===== config.mk =====
export PLATFORM = sky130hd
export DESIGN_NAME = multicycle_control_unit
export DESIGN_NICKNAME = d
export VERILOG_FILES = /design/src/rtl/datapath_pkg.sv /design/src/rtl/cycle_counter.sv /design/src/rtl/multicycle_control_unit.sv
export SDC_FILE = /design/constraint.sdc
export NUM_CORES = 1
export LEC_CHECK = 0
export ABC_CLOCK_PERIOD_IN_PS = 2300
export CORE_ASPECT_RATIO = 1.1
export CORE_MARGIN = 10
export CORE_UTILIZATION = 29
export CTS_CLUSTER_SIZE = 16
export DETAILED_ROUTE_END_ITERATION = 8
export PLACE_DENSITY = 0.6
export SLEW_MARGIN = 20
export SYNTH_ARGS = -nofsm -noshare
export SYNTH_HDL_FRONTEND = slang
export SYNTH_SLANG_ARGS = --single-unit

===== constraint.sdc =====
create_clock -name clk -period 2.3 [get_ports clk]
set_clock_uncertainty 0.05 [all_clocks]
set_input_delay 0.575 -clock clk [delete_from_list [all_inputs] [get_ports clk]]
set_output_delay 0.575 -clock clk [all_outputs]
set_load 0.02 [all_outputs]

===== src/rtl/datapath_pkg.sv =====
// Shared types and constants for the 16-bit datapath control logic.
package datapath_pkg;

  // FSM state encodings; the 3-bit values are visible on the debug port
  typedef enum logic [2:0] {
    ST_IDLE   = 3'd0,
    ST_FETCH  = 3'd1,
    ST_DECODE = 3'd2,
    ST_EXEC   = 3'd3,
    ST_MEM    = 3'd4,
    ST_WB     = 3'd5,
    ST_STALL  = 3'd6,
    ST_HALT   = 3'd7
  } state_t;

  // Opcodes
  localparam logic [3:0] TYPE_A = 4'b0000;
  localparam logic [3:0] LOAD   = 4'b1000;
  localparam logic [3:0] STORE  = 4'b1100;
  localparam logic [3:0] BRANCH = 4'b0100;
  localparam logic [3:0] STALL  = 4'b0111;
  localparam logic [3:0] JUMP   = 4'b1011;
  localparam logic [3:0] HALT   = 4'b1111;

  // Function code selecting the multi-cycle FP multiply
  localparam logic [3:0] FPM = 4'b0010;

endpackage


===== src/rtl/cycle_counter.sv =====
// Loadable down-counter with terminal-count flag, shared by FPM and STALL.
module cycle_counter #(
  parameter int unsigned CNT_W = 4
) (
  input  logic             clk,
  input  logic             reset,
  input  logic             load,
  input  logic [CNT_W-1:0] load_val,
  input  logic             dec,
  output logic             tc
);

  logic [CNT_W-1:0] count;

  // Load takes priority; decrement saturates at zero
  always_ff @(posedge clk or posedge reset) begin
    if (reset) begin
      count <= '0;
    end else if (load) begin
      count <= load_val;
    end else if (dec && (count != '0)) begin
      count <= count - 1'b1;
    end
  end

  // Terminal at 1, and also at 0 so a zero load still exits after one cycle
  always_comb begin
    tc = (count == '0) || (count == CNT_W'(1));
  end

endmodule


===== src/rtl/multicycle_control_unit.sv =====
// Multi-cycle Moore control unit: FETCH/DECODE/EXEC/MEM/WB sequencing with
// FP-multiply latency, program stall, sticky halt and memory handshake.
module multicycle_control_unit
  import datapath_pkg::*;
#(
  parameter int unsigned OP_W         = 4,
  parameter int unsigned FN_W         = 4,
  parameter int unsigned FPM_CYCLES   = 4,
  parameter int unsigned STALL_CYCLES = 3,
  parameter int unsigned CNT_W        = 4
) (
  input  logic            clk,
  input  logic            reset,
  input  logic [OP_W-1:0] opcode,
  input  logic [FN_W-1:0] funct,
  input  logic            zero,
  input  logic            mem_ready,
  output logic            RegDst,
  output logic            ALUOp1,
  output logic            ALUOp0,
  output logic            ALUSrc,
  output logic            Branch,
  output logic            MemRead,
  output logic            MemWrite,
  output logic            Jump,
  output logic            RegWrite,
  output logic            MemtoReg,
  output logic            FPC,
  output logic            pc_write,
  output logic            ir_write,
  output logic            halted,
  output logic            illegal,
  output logic [2:0]      state
);

  localparam logic [CNT_W-1:0] FPM_LD   = CNT_W'(FPM_CYCLES);
  localparam logic [CNT_W-1:0] STALL_LD = CNT_W'((STALL_CYCLES == 0) ? 1 : STALL_CYCLES);

  state_t          st;
  logic [OP_W-1:0] op_q;
  logic [FN_W-1:0] fn_q;
  logic            is_fpm;
  logic            cnt_load;
  logic            cnt_dec;
  logic            cnt_tc;
  logic [CNT_W-1:0] cnt_val;

  assign state  = st;
  assign is_fpm = (op_q == TYPE_A) && (fn_q == FPM);

  // Counter control: load from the live opcode in DECODE, count down in FPM EXEC or STALL
  always_comb begin
    cnt_load = 1'b0;
    cnt_val  = FPM_LD;
    if (st == ST_DECODE) begin
      if (opcode == STALL) begin
        cnt_load = 1'b1;
        cnt_val  = STALL_LD;
      end else if ((opcode == TYPE_A) && (funct == FPM)) begin
        cnt_load = 1'b1;
      end
    end
    cnt_dec = ((st == ST_EXEC) && is_fpm) || (st == ST_STALL);
  end

  cycle_counter #(.CNT_W(CNT_W)) u_cnt (
    .clk      (clk),
    .reset    (reset),
    .load     (cnt_load),
    .load_val (cnt_val),
    .dec      (cnt_dec),
    .tc       (cnt_tc)
  );

  // State register with opcode/funct latch taken in DECODE
  always_ff @(posedge clk or posedge reset) begin
    if (reset) begin
      st   <= ST_IDLE;
      op_q <= '0;
      fn_q <= '0;
    end else begin
      case (st)
        ST_IDLE:  st <= ST_FETCH;
        ST_FETCH: if (mem_ready) st <= ST_DECODE;
        ST_DECODE: begin
          op_q <= opcode;
          fn_q <= funct;
          case (opcode)
            TYPE_A, LOAD, STORE, BRANCH: st <= ST_EXEC;
            STALL:                       st <= ST_STALL;
            HALT:                        st <= ST_HALT;
            default:                     st <= ST_FETCH;
          endcase
        end
        ST_EXEC: begin
          case (op_q)
            TYPE_A:      if (!is_fpm || cnt_tc) st <= ST_WB;
            LOAD, STORE: st <= ST_MEM;
            default:     st <= ST_FETCH;
          endcase
        end
        ST_MEM: if (mem_ready) st <= (op_q == LOAD) ? ST_WB : ST_FETCH;
        ST_WB:    st <= ST_FETCH;
        ST_STALL: if (cnt_tc) st <= ST_FETCH;
        ST_HALT:  st <= ST_HALT;
        default:  st <= ST_IDLE;
      endcase
    end
  end

  // Output decode from current state, latched op/funct and handshake inputs
  always_comb begin
    RegDst   = 1'b0;
    ALUOp1   = 1'b0;
    ALUOp0   = 1'b0;
    ALUSrc   = 1'b0;
    Branch   = 1'b0;
    MemRead  = 1'b0;
    MemWrite = 1'b0;
    Jump     = 1'b0;
    RegWrite = 1'b0;
    MemtoReg = 1'b0;
    FPC      = 1'b0;
    pc_write = 1'b0;
    ir_write = 1'b0;
    halted   = 1'b0;
    illegal  = 1'b0;
    case (st)
      ST_FETCH: begin
        MemRead  = 1'b1;
        ir_write = 1'b1;
        pc_write = mem_ready;
      end
      ST_DECODE: begin
        case (opcode)
          JUMP: begin
            Jump     = 1'b1;
            pc_write = 1'b1;
          end
          TYPE_A, LOAD, STORE, BRANCH, STALL, HALT: ;
          default: illegal = 1'b1;
        endcase
      end
      ST_EXEC: begin
        case (op_q)
          TYPE_A: begin
            ALUOp1 = 1'b1;
            FPC    = is_fpm;
          end
          LOAD, STORE: ALUSrc = 1'b1;
          BRANCH: begin
            Branch   = 1'b1;
            ALUOp0   = 1'b1;
            pc_write = zero;
          end
          default: ;
        endcase
      end
      ST_MEM: begin
        MemRead  = (op_q == LOAD);
        MemWrite = (op_q == STORE);
      end
      ST_WB: begin
        RegWrite = 1'b1;
        RegDst   = (op_q == TYPE_A);
        MemtoReg = (op_q == LOAD);
      end
      ST_HALT: halted = 1'b1;
      default: ;
    endcase
  end

endmodule


==> flow_metrics.tcl <==
set metrics [dict create \
    outcome "complete, no violations" \
    initialDrtViolationCount 36 \
    share_of_post_route_cells_with_drive_strength_above_1_pct 35.1 \
    grt-ovfl-total 0 \
    slew_viol_final 0 \
    worst_hold_startpoint "fn_q[1]" \
    cp-start-kind "input pin" \
    synth_seq_cells 15 \
    report.final.setup_viol 0 \
    maximum_resistive_drop_on_vdd_mv 0.473 \
    final_net_count 200 \
    ioPinCount 30 \
    cp_num_buf_inv 2 \
    timing.critical_path.arrival_ns 1.66 \
    worstSetupEndpointType "output pin" \
    synth_enable_flop_cells 0 \
    grt_setup_unrepaired "true" \
    io_buffer_count 29 \
    path_class "input pin to output pin" \
    synth.yosys.seq_area_share_pct 35.8 \
    grt_start_max_net_pins 16 \
    drv.max_cap_violation_count 0 \
    final_hold_viol_count 0 \
    critical_path.max_stage_delay_ns 0.47 \
    post_drt_via_cell_ratio 4.93 \
    detail_route.drc_violations 0 \
    synthDominantCellAreaShare_pct 35.8 \
    cts_made_buffers 3 \
    crit_chain "clkdlybuf4s50_1 -> nor4_4 -> a221o_1 -> buf_6" \
    synth_area_mm2 0.00105 \
    synthesis.instances 128 \
    critical_path.reg2reg.startpoint "op_q[2]" \
    synth_top_flop_cell "dfrtp_1" \
    timing.critical_path.fanout_max 2 \
    yosysWarnings 0 \
    tritoncts "yes" \
    antenna_violations_before_repair 0 \
    number_of_clock_sinks 15 \
    ys_top_cells_by_area "dfrtp_1 (36%), nand2_1 (7.9%), nor2_1 (4.3%)" \
    core_occupancy_in_the_finished_layout_pct 47.5 \
    asyncSetResetFlopFracSynth_pct 100 \
    timing.final.crit_period_ns 2.28 \
    grt_pass1_vias 1124 \
    crit_path_start "opcode[2]" \
    cpMaxStageDelayCell "clkdlybuf4s50_1" \
    cts_htree_levels 1 \
    clock_path_buffers 2 \
    groute.usage.overall_pct 9.59 \
    post-cts-setup-buffers 0 \
    die_width_um 77.4 \
    area_of_the_die_mm2 0.00643 \
    dp_hpwl_um 2620 \
    timing.final.ws_setup_ns 0.0168 \
    worst_path_dominant_cell_family "buffers and inverters" \
    yosys.cell_types.count 43 \
    wire_per_inst_um 13.6 \
    timing.max_slew.rel_slack_pct 60.0 \
    grt_pass1_wl_um 5310 \
    power_density_mw_per_mm2 1170 \
    post-route-cell-area_mm2 0.00162 \
    dr_total_vias 1148 \
    pre_cts_ws_ns -0.538 \
    min_period_over_period_pct 99.3 \
    place.gp.congestion 0.878 \
    clk_pin_slew_ns 0.09 \
    synthMostInstantiatedCell "nand2_1" \
    most_numerous_cell_types_in_the_synthesized_netlist "nand2_1 (22), dfrtp_1 (15), nor2_1 (12)" \
    syn_avg_cell_area_um2 8.20 \
    clockRootBuffer "clkbuf_4" \
    drt_pre_antenna_iters 4 \
    tightestPinTransition_ns 0.600 \
    design.core.area_mm2 0.00341 \
    synth_area_leader_cell "dfrtp_1" \
    timing.hold.worst.class "register to register" \
    die_h_um 83.1 \
    antenna_violating_nets_post_route 0 \
    syn-num-nets 142 \
    row_count 22 \
    drt-total-wl_um 3170 \
    worst-endpoint-required_ns 1.67 \
    initial_utilization_pct 30.8 \
    syn2layout_area_growth_pct 54.5 \
    antennaDiodeCount 0 \
    worst_skew_pair.late_latency_ns 0.29 \
    dpl_cell_area_mm2 0.00162 \
    leakage_nw 0.758 \
    fmax_ghz 0.438 \
]
[final cells by class]
class	instances	area, um^2
sequential	15	375
clock inverter	1	5.00
clock buffer	3	22.5
timing repair buffer	59	465
fill	367	1790
inverter	8	30.0
multi-input combinational	99	663
tap	48	60.1
[layout by cell type, fill, tap and decap left out, drive strengths merged, types with 3 or more instances in the layout]
cell type       n
nor2           12
clkbuf          6
clkdlybuf4s50  12
nand2          22
dfrtp          15
dlygate4sd2     5
inv             8
nor3            8
a21oi           5
buf            39
and3            3
o21ai           8
or3             4
[routing by layer]
layer  vias up  routed length (um)  GRT usage (%)
li1        572                   -              -
met2        30                1550           16.0
met1       542                1450           11.7
met5         -                   0              0
met4         0                  33           2.97
met3         4                 136           2.37
[worst paths after layout]
check	slack (ns)	endpoint	depth (start not counted)
max	0.02	pc_write	4
min	0.45	fn_q[1]	2
max reg2reg	0.29	u_cnt.count[3]	6
min reg2reg	0.45	fn_q[1]	2
max in group asynchronous	1.21	state[1]	2
min in group asynchronous	0.59	fn_q[0]	2
[through the flow]
| stage | power, mW | TNS [ns] | hold slack [ns] | std cells |
|---|---|---|---|---|
| global route | 2.07 | -0.0115 | 0.494 | 233 |
| finish | 1.90 | 0 | 0.447 | 233 |
| floorplan | 1.18 | -0.0983 | 0.397 | 128 |
| global placement | 1.73 | -2.16 | 0.414 | 229 |
| CTS | 1.90 | 0 | 0.443 | 233 |
| detailed placement | 1.76 | -2.23 | 0.421 | 229 |
[repair_timing]
item                                    in CTS  in global routing
endpoints found under the setup margin      15                  9
hold buffers                                 0                  0
gates resized for setup                     53                 13
pin swaps                                    1                  2
[flip-flops by register name, summed over array words and instances (netlist names)]
signal,flops
u_cnt.count,4
fn_q,4
state,3
op_q,4
[worst min-delay path: cells and delay by family (launching register included)]
family	cells	cell delay, ns
flops	1	0.36
simple gates	2	0.11
[logic make-up (layout without fill, tap and decap cells)]
logic type,after synthesis,in the layout,share of synthesized area [%]
AND/OR/NAND/NOR,68,68,36.6
AO/OA/AOI/OAI,28,28,19.0
flip-flops,15,15,35.8
buffers and inverters,14,71,5.48
adder cells (fa/ha/maj),2,2,2.38
XOR/XNOR,1,1,0.834
[power breakdown]
part | total (mW) | internal (mW) | switching (mW)
clock network | 0.149 | 0.0646 | 0.0849
logic | 1.24 | 0.615 | 0.623
registers | 0.512 | 0.394 | 0.118
No activity file was read; power rests on OpenSTA's default activity.
